--- src/rtl/psum_accum_quant.sv ---
// -----------------------------------------------------------------------------
// psum_accum_quant
//   Post-adder-tree stage. Accumulates N signed partial sums per output
//   (one per input-channel group), adds a per-output bias, then
//   round-shifts, optionally applies ReLU and saturates to a signed OUT_W
//   activation. The pipeline has three steps:
//     stage A : group accumulator plus a small IDLE/ACCUM FSM
//     stage B : biased sum with the shift/relu settings latched alongside it
//     stage C : round, ReLU and saturate into the registered outputs
//
// Ports
//   clk           clock, rising edge
//   rst           asynchronous reset, active-high
//   clr_i         synchronous flush of the group and the pipeline (overrides vld_i)
//   cfg_num_psum  psums per output N (0 is treated as 1), latched at group start
//   cfg_shift     right-shift amount applied after the bias add
//   cfg_relu      1: clamp negative results to 0
//   bias_i        signed bias, sampled together with the last psum of a group
//   vld_i         psum_i valid
//   psum_i        signed partial sum
//   data_o        signed quantised activation, holds while vld_o=0
//   vld_o         one-cycle pulse per completed group
//   ovf_o         sticky flag: a result saturated since reset/clr
//   busy_o        a group is partially accumulated
// -----------------------------------------------------------------------------
module psum_accum_quant #(
    parameter int IN_W   = 20,
    parameter int ACC_W  = 32,
    parameter int BIAS_W = 16,
    parameter int OUT_W  = 8,
    parameter int CNT_W  = 8
) (
    input  logic              clk,
    input  logic              rst,
    input  logic              clr_i,
    input  logic [CNT_W-1:0]  cfg_num_psum,
    input  logic [4:0]        cfg_shift,
    input  logic              cfg_relu,
    input  logic [BIAS_W-1:0] bias_i,
    input  logic              vld_i,
    input  logic [IN_W-1:0]   psum_i,
    output logic [OUT_W-1:0]  data_o,
    output logic              vld_o,
    output logic              ovf_o,
    output logic              busy_o
);

    typedef enum logic [0:0] {
        S_IDLE  = 1'b0,
        S_ACCUM = 1'b1
    } state_t;

    localparam logic [CNT_W-1:0] CNT_ONE = {{(CNT_W-1){1'b0}}, 1'b1};

    // Saturation bounds of the signed OUT_W result, held at ACC_W+1 bits.
    localparam logic signed [ACC_W:0] SAT_MAX =
        $signed({{(ACC_W-OUT_W+2){1'b0}}, {(OUT_W-1){1'b1}}});
    localparam logic signed [ACC_W:0] SAT_MIN = ~SAT_MAX;

    // Clamp to the OUT_W range; the MSB of the return value flags a clamp.
    function automatic logic [OUT_W:0] sat_fn(input logic signed [ACC_W:0] v);
        logic [OUT_W:0] res;
        if (v > SAT_MAX) begin
            res = {1'b1, SAT_MAX[OUT_W-1:0]};
        end else if (v < SAT_MIN) begin
            res = {1'b1, SAT_MIN[OUT_W-1:0]};
        end else begin
            res = {1'b0, v[OUT_W-1:0]};
        end
        return res;
    endfunction

    // Stage A state
    state_t                   state_q, state_d;
    logic [CNT_W-1:0]         cnt_q, cnt_d;
    logic [CNT_W-1:0]         nl_q, nl_d;
    logic signed [ACC_W-1:0]  acc_q, acc_d;
    // Stage B state
    logic signed [ACC_W-1:0]  b_sum_q, b_sum_d;
    logic [4:0]               b_shift_q, b_shift_d;
    logic                     b_relu_q, b_relu_d;
    logic                     b_vld_q, b_vld_d;
    // Stage C / output state
    logic [OUT_W-1:0]         data_q, data_d;
    logic                     vld_q, vld_d;
    logic                     ovf_q, ovf_d;

    // Combinational helpers
    logic [CNT_W-1:0]         n_eff_s;
    logic signed [ACC_W-1:0]  psum_ext_s;
    logic signed [ACC_W-1:0]  bias_ext_s;
    logic signed [ACC_W-1:0]  acc_next_s;
    logic                     done_s;
    logic signed [ACC_W:0]    rnd_s;
    logic signed [ACC_W:0]    sum_s;
    logic signed [ACC_W:0]    shifted_s;
    logic signed [ACC_W:0]    relu_s;
    logic [OUT_W:0]           sat_s;

    // Operand extension, effective group length and next accumulator value.
    always_comb begin
        psum_ext_s = $signed({{(ACC_W-IN_W){psum_i[IN_W-1]}}, psum_i});
        bias_ext_s = $signed({{(ACC_W-BIAS_W){bias_i[BIAS_W-1]}}, bias_i});
        if (cfg_num_psum == {CNT_W{1'b0}}) begin
            n_eff_s = CNT_ONE;
        end else begin
            n_eff_s = cfg_num_psum;
        end
        if (state_q == S_IDLE) begin
            acc_next_s = psum_ext_s;
        end else begin
            acc_next_s = acc_q + psum_ext_s;
        end
    end

    // Group-complete detection: last psum of the group is being accepted.
    always_comb begin
        done_s = 1'b0;
        if (vld_i && !clr_i) begin
            case (state_q)
                S_IDLE:  done_s = (n_eff_s == CNT_ONE);
                S_ACCUM: done_s = (cnt_q == (nl_q - CNT_ONE));
                default: done_s = 1'b0;
            endcase
        end else begin
            done_s = 1'b0;
        end
    end

    // Stage A FSM next state and stage B load.
    always_comb begin
        state_d   = state_q;
        cnt_d     = cnt_q;
        nl_d      = nl_q;
        acc_d     = acc_q;
        b_sum_d   = b_sum_q;
        b_shift_d = b_shift_q;
        b_relu_d  = b_relu_q;
        b_vld_d   = 1'b0;
        if (clr_i) begin
            state_d = S_IDLE;
            cnt_d   = {CNT_W{1'b0}};
            acc_d   = {ACC_W{1'b0}};
        end else if (vld_i) begin
            acc_d = acc_next_s;
            case (state_q)
                S_IDLE: begin
                    nl_d = n_eff_s;
                    if (done_s) begin
                        cnt_d = {CNT_W{1'b0}};
                    end else begin
                        cnt_d   = CNT_ONE;
                        state_d = S_ACCUM;
                    end
                end
                S_ACCUM: begin
                    if (done_s) begin
                        cnt_d   = {CNT_W{1'b0}};
                        state_d = S_IDLE;
                    end else begin
                        cnt_d = cnt_q + CNT_ONE;
                    end
                end
                default: begin
                    cnt_d   = {CNT_W{1'b0}};
                    state_d = S_IDLE;
                end
            endcase
            if (done_s) begin
                b_sum_d   = acc_next_s + bias_ext_s;
                b_shift_d = cfg_shift;
                b_relu_d  = cfg_relu;
                b_vld_d   = 1'b1;
            end else begin
                b_vld_d   = 1'b0;
            end
        end else begin
            b_vld_d = 1'b0;
        end
    end

    // Stage C datapath: round-half-up shift (one extra bit so the rounding
    // add cannot wrap), then ReLU, then saturation.
    always_comb begin
        if (b_shift_q != 5'd0) begin
            rnd_s = $signed({{ACC_W{1'b0}}, 1'b1} << (b_shift_q - 5'd1));
        end else begin
            rnd_s = {(ACC_W+1){1'b0}};
        end
        sum_s     = $signed({b_sum_q[ACC_W-1], b_sum_q}) + rnd_s;
        shifted_s = sum_s >>> b_shift_q;
        if (b_relu_q && shifted_s[ACC_W]) begin
            relu_s = {(ACC_W+1){1'b0}};
        end else begin
            relu_s = shifted_s;
        end
        sat_s = sat_fn(relu_s);
    end

    // Output register next state; ReLU zeroing never counts as overflow.
    always_comb begin
        data_d = data_q;
        vld_d  = 1'b0;
        ovf_d  = ovf_q;
        if (clr_i) begin
            vld_d = 1'b0;
            ovf_d = 1'b0;
        end else if (b_vld_q) begin
            data_d = sat_s[OUT_W-1:0];
            vld_d  = 1'b1;
            ovf_d  = ovf_q | sat_s[OUT_W];
        end else begin
            vld_d = 1'b0;
        end
    end

    // State and pipeline registers.
    always_ff @(posedge clk or posedge rst) begin
        if (rst) begin
            state_q   <= S_IDLE;
            cnt_q     <= {CNT_W{1'b0}};
            nl_q      <= CNT_ONE;
            acc_q     <= {ACC_W{1'b0}};
            b_sum_q   <= {ACC_W{1'b0}};
            b_shift_q <= 5'd0;
            b_relu_q  <= 1'b0;
            b_vld_q   <= 1'b0;
            data_q    <= {OUT_W{1'b0}};
            vld_q     <= 1'b0;
            ovf_q     <= 1'b0;
        end else begin
            state_q   <= state_d;
            cnt_q     <= cnt_d;
            nl_q      <= nl_d;
            acc_q     <= acc_d;
            b_sum_q   <= b_sum_d;
            b_shift_q <= b_shift_d;
            b_relu_q  <= b_relu_d;
            b_vld_q   <= b_vld_d;
            data_q    <= data_d;
            vld_q     <= vld_d;
            ovf_q     <= ovf_d;
        end
    end

    assign data_o = data_q;
    assign vld_o  = vld_q;
    assign ovf_o  = ovf_q;
    assign busy_o = (state_q == S_ACCUM);

endmodule

--- config.mk ---
export PLATFORM = sky130hd
export DESIGN_NAME = psum_accum_quant
export DESIGN_NICKNAME = d
export VERILOG_FILES = /design/src/rtl/psum_accum_quant.sv
export SDC_FILE = /design/constraint.sdc
export NUM_CORES = 1
export LEC_CHECK = 0
export BUFFER_PORTS_ARGS = -buffer_cell sky130_fd_sc_hd__buf_2
export CAP_MARGIN = 40
export CORE_UTILIZATION = 40
export DETAILED_ROUTE_END_ITERATION = 8
export PLACE_DENSITY_LB_ADDON = 0.05
export SLEW_MARGIN = 20
export SYNTH_ARGS = -nofsm -noshare
export SYNTH_HDL_FRONTEND = slang
export SYNTH_SLANG_ARGS = --single-unit
--- constraint.sdc ---
create_clock -name clk -period 15.4 [get_ports clk]
set_clock_uncertainty 0.1 [all_clocks]
set_input_delay 1.54 -clock clk [delete_from_list [all_inputs] [get_ports clk]]
set_output_delay 1.54 -clock clk [all_outputs]
set_load 0.02 [all_outputs]
### Yosys cells after proc, flatten, opt, wreduce, memory -nomap -nowiden

Index checks and enable logic that the tools add are counted.

* flip-flop bits (word level): 98
* bits of input ports: 54
* word-level logic and storage cells: 61

* $add $sub $neg: 6
* order comparisons: 2
* equal/unequal tests: 2
* shift operators: 2
* mux-type cells: 25
* bitwise gates (word level): 3
* reductions and logical operators: 10

Operators with widths (count)
* two-way mux 32 bit: 3
* two-way mux 33 bit: 2
* adder 32 x 33 -> 33 bit: 1
* greater-than comparator 33 x 8 -> 1 bit (second input constant): 1
* < comparator 33 x 8 -> 1 bit (second input constant): 1
* left shift 1 x 5 -> 33 bit (first input constant): 1
* >>> shifter 33 x 5 -> 33 bit: 1
* adder 32 x 16 -> 32 bit: 1
* adder 32 x 20 -> 32 bit: 1
* two-way mux 8 bit: 4
* two-way mux 9 bit: 2
* one-hot mux 8 bit (2 select lines): 1
* two-way mux 1 bit: 12
* adder 8 x 1 -> 8 bit (second input constant): 1
* equality test 8 x 1 -> 1 bit (second input constant): 1
* equality test 8 bit: 1
* logical NOT 8 bit: 1
* subtractor 8 x 1 -> 8 bit (second input constant): 1
* AND reduction 3 bit: 2
* nonzero test 5 bit: 1
* subtractor 5 x 1 -> 5 bit (second input constant): 1
* nonzero test 2 bit: 2
* logical AND 1 bit: 2
* NOT 1 bit: 2
* other kinds (4): 4

### Logic depth before layout (Yosys ltp)

Gate-level depths: netlist of the first run.

* word-level depth: 13
* mapped depth: 25
* depth with buffers taken out: 25

### Worst setup path before layout of the first run

Ideal clock, no wire load.

* path type: input to register
* start: in psum_i[4]
* end: reg b_sum_q[31]
* data arrival time: 6.024 ns
* required time: 15.165 ns
* slack: 9.140 ns
* stages: 21
* buffers on the path: 0
* cells stage by stage: ha_1 > or3_1 > and4_1 > a211oi_1 > a211oi_1 > o31ai_1 > o21bai_1 > xor2_1 > mux2_2 > ha_1 > a21o_1 > a21oi_1 > nor3b_1 > a21boi_0 > a21bo_2 > o21a_1 > a211oi_1 > o21bai_1 > a21oi_1 > xnor2_1 > o21ai_0

* word-level cells in the longest chain between the ends: 3

RTL lines
* start, declared: RTL line 41 `input logic [IN_W-1:0] psum_i,`
* adder 32 x 20 -> 32 bit: RTL line 112 `acc_next_s = acc_q + psum_ext_s;`
* two-way mux 32 bit (*): RTL line 109 `if (state_q == S_IDLE) begin`
* adder 32 x 16 -> 32 bit (*): RTL line 170 `b_sum_d = acc_next_s + bias_ext_s;`
* end signal, assigned: RTL line 224 `b_sum_q <= {ACC_W{1'b0}};`
* end signal, assigned: RTL line 236 `b_sum_q <= b_sum_d;`
* end, declared: RTL line 79 `logic signed [ACC_W-1:0] b_sum_q, b_sum_d;`

Mark *: on every way between the ends. The rest lies on a longest branch, timed or not.
A chain may end at the register's enable or synchronous reset.

### Final worst setup path of the first run

* start: reg b_shift_q[0]
* end: reg data_q[0] (netlist: data_o[0])

* word-level cells in the longest chain between the ends: 10

RTL lines
* start, declared: RTL line 80 `logic [4:0] b_shift_q, b_shift_d;`
* start signal, assigned: RTL line 237 `b_shift_q <= b_shift_d;`
* subtractor 5 x 1 -> 5 bit: RTL line 186 `rnd_s = $signed({{ACC_W{1'b0}}, 1'b1} << (b_shift_q - 5'd1));`
* left shift 1 x 5 -> 33 bit: RTL line 186
* two-way mux 33 bit: RTL line 185 `if (b_shift_q != 5'd0) begin`
* adder 32 x 33 -> 33 bit: RTL line 190 `sum_s = $signed({b_sum_q[ACC_W-1], b_sum_q}) + rnd_s;`
* >>> shifter 33 x 5 -> 33 bit (*): RTL line 191 `shifted_s = sum_s >>> b_shift_q;`
* logical AND 1 bit: RTL line 192 `if (b_relu_q && shifted_s[ACC_W]) begin`
* two-way mux 33 bit (*): RTL line 192
* < comparator 33 x 8 -> 1 bit: RTL line 65 `end else if (v < SAT_MIN) begin`
* two-way mux 9 bit: RTL line 65
* two-way mux 9 bit (*): RTL line 63 `if (v > SAT_MAX) begin`
* end signal, assigned: RTL line 228 `data_q <= {OUT_W{1'b0}};`
* end signal, assigned: RTL line 240 `data_q <= data_d;`
* end, declared: RTL line 84 `logic [OUT_W-1:0] data_q, data_d;`

Marked as above.

==> results.yml, run 1 <==
drt:
  drt_first_pass_iters: 6
  dr_total_vias: 11424
  drcViolationCount: 0
  via_per_inst: 5.94
  antenna_left: 0
  drt_iter0_drc: 832
  wl_per_cell_um: 19.4
  routed_wl_um: 37400
global_route:
  use_met3: 0.0258
  grt_max_degree: 58
  met2_usage: 0.377
  grt_pass1_vias: 11079
  busiest_layer: "met2"
  antenna_found_initial: 0
  overflow: 0
  met1_usage: 0.361
  gr-usage-all-layers: 0.248
  grt_pass1_wl_um: 60700
die:
  dieArea_mm2: 0.0309
  num_rows: 63
  initial_utilization: 0.407
  core_region_area_mm2: 0.0296
  die_h_um: 176
  io_pins: 65
  die_x_um: 176
clocking:
  cts.sinks: 98
  cts-resized-gates: 0
  cts-root-buf: "clkbuf_16"
  postCtsHoldBufs: 0
  cts_made_buffers: 9
  clkTransAtPathRegs_ns: 0.07
  cts_tree: "done"
  cts_buffer_depth: 2
  cts_setup_buffers: 0
  cts_max_level: 3
  clkLatencyLatePin_ns: 0.36
critical_path:
  setup.worst_path.start: "b_shift_q[0]$_DFFE_PP0P_"
  path_cells: "buf_4 -> inv_1 -> buf_4 -> nand2_1 -> nor2_1 -> ha_1 -> a21oi_1 -> o21a_1 -> nand2_1 -> or2_2 -> o211a_1 -> nor3_2 -> nor2_1 -> a21boi_1 -> nand2_1 -> mux4_2 -> or4b_1 -> a2111o_1 -> nor4_4 -> o32ai_1"
  ff2ff_setup_slack_ns: 8.43
  timing.rr.start: "b_shift_q[0]$_DFFE_PP0P_"
  worstReg2RegEnd: "data_o[0]$_DFFE_PP0P_"
  critPathArrivalTime_ns: 7.09
  cpMostUsedCell: "nand2_1"
  worst_ep_required_time_ns: 15.52
  ff2ff_path_depth: 20
  crit_slowest_cell: "or4b_1"
  crit_type: "flip-flop to flip-flop"
  setup.worst_path.end: "data_o[0]$_DFFE_PP0P_"
  max_stage_delay_ns: 0.57
  critPathLaunchType: "flip-flop"
  crit_path_max_fanout: 37
  worst_setup_path_end_kind: "flip-flop"
synthesis:
  yosysUniqueCellTypes: 101
  synthArstFlopShare: 1.00
  synth_area_mm2: 0.0121
  syn_area_per_cell_um2: 7.96
  yosysTopAreaCellShare: 0.201
  ys_seq_elements: 98
  yosysSeqAreaShare: 0.203
  synth_edf_count: 0
  synthesis.instances: 1515
  synth_area_leader_cell: "dfrtp_1"
  synth_area_leaders: "dfrtp_1 (20%), ha_1 (10%), nand2_1 (5.0%)"
  synthMostInstantiatedCell: "nand2_1"
  synth.net_count: 1668
  yosys-top-cells-count: "nand2_1 (160), nor2_1 (129), o21ai_0 (111)"
  ys_warn_count: 0
  synth_flop_cell: "dfrtp_1"
timing:
  slew_violations: 0
  relSlewSlack: 0.485
  tightest_slew_ns: 0.767
  final.period_utilization: 0.452
  hold_viol: 0
  max_freq_ghz: 0.144
  tns_ns: 0
  min_period_ns: 6.97
  rsz0062_at_grt: "no"
  setup-violations-final: 0
placement:
  portBuffers: 64
  place_inst: 1907
  place_congestion: 0.924
  dp_hpwl_um: 28800
power_and_ir_drop:
  irDropWorstVdd_mv: 0.0492
  finalPower_mw: 1.44
  p_leak_nw: 5.75
  p_per_area_mw_per_mm2: 111
final_layout:
  finalNonFillerCells: 1923
  area_delta_synth_final_pct: 7.10
  antenna_cells: 0
  drive_above_1_share: 0.117
  nNetsFinal: 1681
  fillCellCount: 3099
flow_run:
  maxCapViolations: 0
worst_hold_path:
  hold_path.class: "flip-flop to flip-flop"
status:
  status: "finished, final reports clean"
## worst max-delay path: cells and delay by family (launching register included)
kind | cells | cell delay, ns
flops | 1 | 0.36
fa+ha+maj | 1 | 0.37
simple gates | 9 | 2.75
compound gates | 6 | 1.75
mux | 1 | 0.48
buf+inv | 3 | 0.98
## how the worst min path moves through the flow
stage,to,from,slack [ns],depth (start not counted)
detailed placement,b_sum_q[20]$_DFFE_PP0P_,b_sum_q[20]$_DFFE_PP0P_,0.38,2
finish,b_sum_q[17]$_DFFE_PP0P_,b_sum_q[17]$_DFFE_PP0P_,0.39,2
CTS,b_sum_q[20]$_DFFE_PP0P_,b_sum_q[20]$_DFFE_PP0P_,0.40,2
floorplan,b_sum_q[0]$_DFFE_PP0P_,b_sum_q[0]$_DFFE_PP0P_,0.35,2
global route,b_sum_q[12]$_DFFE_PP0P_,b_sum_q[12]$_DFFE_PP0P_,0.42,2
global placement,b_sum_q[24]$_DFFE_PP0P_,b_sum_q[24]$_DFFE_PP0P_,0.37,2
## metrics by stage
step / instance area (um^2) / util / setup slack (ns) / hold slack, ns
after floorplan: 12100 / - / 9.14 / 0.352
final: 12900 / 0.436 / 8.43 / 0.390
after global placement: 12600 / 0.424 / 8.40 / 0.372
after global routing: 12900 / 0.436 / 7.92 / 0.425
after detailed placement: 12600 / 0.424 / 8.44 / 0.377
after CTS: 12900 / 0.436 / 8.58 / 0.397
## report_power, final
| part | internal (mW) | total, mW | switching [mW] |
|---|---|---|---|
| sequential | 0.294 | 0.320 | 0.0264 |
| clock | 0.165 | 0.275 | 0.110 |
| combinational | 0.317 | 0.842 | 0.526 |
| total | 0.776 | 1.44 | 0.663 |
## cell usage in the layout (no fill, tap or decap), types with 23 or more instances in the layout
| cell type | n |
|---|---|
| nand2_1 | 160 |
| nor2_1 | 129 |
| o21ai_0 | 111 |
| a21oi_1 | 106 |
| dfrtp_1 | 97 |
| ha_1 | 96 |
| buf_2 | 64 |
| nor3_1 | 50 |
| xnor2_1 | 50 |
| a21o_1 | 45 |
| mux2i_1 | 43 |
| xor2_1 | 35 |
| mux2_2 | 33 |
| nand2b_1 | 32 |
| nand3_1 | 32 |
| inv_1 | 31 |
| a211oi_1 | 29 |
| a31oi_1 | 23 |
## flip-flops by register name (all words and copies together) (netlist names)
signal,flops
b_sum_q,32
b_vld_q,1
acc_q,32
vld_o,1
b_relu_q,1
cnt_q,8
ovf_o,1
b_shift_q,5
busy_o,1
data_o,8
nl_q,8
## final cells by class
type / instances / area [um^2] / area share
multi-input cells: 1304 / 9050 / 0.700
flip-flops and latches: 98 / 2450 / 0.190
well taps: 390 / 488 / 0.0378
repair buffers: 81 / 448 / 0.0347
clock buffers: 11 / 243 / 0.0188
inverters: 34 / 130 / 0.0101
clock inverters: 5 / 110 / 0.00852
## cells by family after synthesis
kind of cell / share of synthesized area
compound gates: 0.283
xor+xnor: 0.0631
fa+ha+maj: 0.105
buf+inv: 0.0468
flops: 0.203
mux: 0.0876
other cells: 0.000311
simple gates: 0.211
## metal layers
layer	routed length (um)	up-vias
met3	1430	60
met5	0	-
met1	18800	5354
li1	-	5701
met4	1110	0
met2	16100	309
No activity file was read; power rests on OpenSTA's default activity.
==> run 2, diff against run 1 <==
==> constraint.sdc (replaced) <==
create_clock -name clk -period 5.59 [get_ports clk]
set_clock_uncertainty 0.1 [all_clocks]
set_input_delay 0.559 -clock clk [delete_from_list [all_inputs] [get_ports clk]]
set_output_delay 0.559 -clock clk [all_outputs]
set_load 0.02 [all_outputs]
==> results.yml, run 2 (synthesized netlist as in run 1, its figures left out) <==
status:
  status: "finished, final reports clean"
final_layout:
  finalNonFillerCells: 2077
  final_area_mm2: 0.0144
  layout_common_cells: "buf_4 (166), nand2_1 (152), nor2_1 (124), o21ai_0 (105), a21oi_1 (101)"
  layout_commonest_cell: "buf_4"
  fillCellCount: 2997
  seq_area_mm2: 0.00245
  nNetsFinal: 1835
  area_delta_synth_final_pct: 19.0
  antenna_cells: 0
  top_regs: "acc_q: 32 flops, b_sum_q: 32 flops"
  drive_above_1_share: 0.231
  multi_input_area_mm2: 0.00932
critical_path:
  critPathArrivalTime_ns: 5.61
  crit_path_max_fanout: 7
  worst_ep_required_time_ns: 5.73
  worst_setup_path_end_kind: "flip-flop"
  crit_type: "flip-flop to flip-flop"
  critPathLaunchType: "flip-flop"
clocking:
  clkTransAtPathRegs_ns: 0.08
  clkLatencyLatePin_ns: 0.37
  cts_max_level: 3
  cts_tree: "done"
  cts_buffer_depth: 2
  cts.sinks: 98
  cts_made_buffers: 9
  cts-root-buf: "clkbuf_16"
  postCtsHoldBufs: 0
global_route:
  grt_pass1_vias: 11432
  antenna_found_initial: 0
  overflow: 0
  gr-usage-all-layers: 0.259
  grt_pass1_wl_um: 63000
  grt_max_degree: 58
placement:
  place_congestion: 0.957
  post-place-ws_ns: -0.177
  dp_hpwl_um: 31600
  portBuffers: 64
  post_dp_cell_area_mm2: 0.0137
  place_inst: 2048
worst_hold_path:
  hold_path.class: "primary input to asynchronous set/reset pin"
timing:
  final.period_utilization: 0.980
  relSlewSlack: 0.485
  setup-violations-final: 0
  tightest_slew_ns: 0.770
  rsz0062_at_grt: "no"
  timing.final.ws_setup_ns: 0.114
  max_freq_ghz: 0.183
  hold_viol: 0
  slew_violations: 0
  hold_slack_ns: 0.154
  min_period_ns: 5.48
drt:
  dr_total_vias: 12110
  drt_iter0_drc: 762
  drt_first_pass_iters: 7
  antenna_left: 0
  wl_per_cell_um: 18.9
  via_per_inst: 5.83
  routed_wl_um: 39400
  drcViolationCount: 0
power_and_ir_drop:
  irDropWorstVdd_mv: 0.178
  p_per_area_mw_per_mm2: 299
  finalPower_mw: 4.29
  p_leak_nw: 6.55
die:
  die_h_um: 176
  core_region_area_mm2: 0.0296
  io_pins: 65
  die_x_um: 176
  num_rows: 63
  dieArea_mm2: 0.0309
  initial_utilization: 0.407
flow_run:
  maxCapViolations: 0
run 2: cell types whose count changed in the layout (fill, tap and decap cells not counted), moves of 4 or more:
| cell | delta |
|---|---|
| nand2_1 | -8 |
| nand3_1 | -4 |
| nor2_2 | +4 |
| nor3_2 | +5 |
| buf_4 | +149 |
| nand2_2 | +6 |
| nor3_1 | -6 |
| nor2_1 | -5 |
| a21oi_1 | -5 |
| o21ai_0 | -6 |
| nand3_2 | +4 |
run 2: worst max-delay path: stages, from the launching register on:
cell	delay, ns
dfrtp_2	0.46
buf_4	0.17
nor2_4	0.14
nand2_4	0.09
nor2_1	0.12
ha_2	0.30
o211ai_1	0.19
nor3_2	0.09
a221oi_4	0.35
buf_4	0.19
o21a_2	0.16
o211ai_2	0.15
a2111oi_4	0.50
o31ai_2	0.15
o211ai_2	0.12
nand2_1	0.11
mux4_2	0.50
or4b_4	0.55
a2111o_1	0.50
nor4_4	0.14
buf_4	0.18
o32ai_1	0.07
run 2: worst paths after layout:
kind	slack, ns	cells after the start	endpoint	startpoint
hold reg to reg	0.39	2	b_sum_q[24]$_DFFE_PP0P_	b_sum_q[24]$_DFFE_PP0P_
min in group clk	0.28	3	b_relu_q$_DFFE_PP0P_	cfg_relu
hold / removal	0.15	2	vld_o$_DFF_PP0_	rst
setup reg to reg	0.11	21	data_o[0]$_DFFE_PP0P_	b_shift_q[3]$_DFFE_PP0P_
max in group asynchronous	4.10	3	b_sum_q[10]$_DFFE_PP0P_	rst
setup / recovery	0.11	21	data_o[0]$_DFFE_PP0P_	b_shift_q[3]$_DFFE_PP0P_
run 2: cell type report:
cell class	count	share of cell area
inverters	34	0.00906
multi-input cells	1304	0.649
clock buffers	9	0.0157
flip-flops and latches	98	0.171
repair buffers	235	0.115
clock inverters	7	0.00593
well taps	390	0.0340
run 2: repair_timing:
item,in CTS,in global routing
buffers inserted,0,13
pin swaps,2,22
setup endpoints to repair,9,11
endpoints found under the hold margin,0,0
resized for setup,3,57
run 2: per-layer routing:
layer	routed length [um]	part of all wire	global-route usage
met5	0	0	0
met4	965	0.025	0.0841
met2	17700	0.45	0.407
met3	1420	0.036	0.0232
met1	19300	0.49	0.372
run 2: metrics by stage:
| step | utilization | setup TNS, ns |
|---|---|---|
| after floorplan | - | 0 |
| after global placement | 0.462 | -0.823 |
| after detailed placement | 0.463 | -1.32 |
| after CTS | 0.474 | 0 |
| after global routing | 0.484 | 0 |
| final | 0.484 | 0 |
run 2: report_power, final:
group          leakage (nW)  switching [mW]  internal, mW
Clock                 0.146           0.315         0.356
Sequential             1.26          0.0823         0.810
Combinational          5.13            1.57          1.16
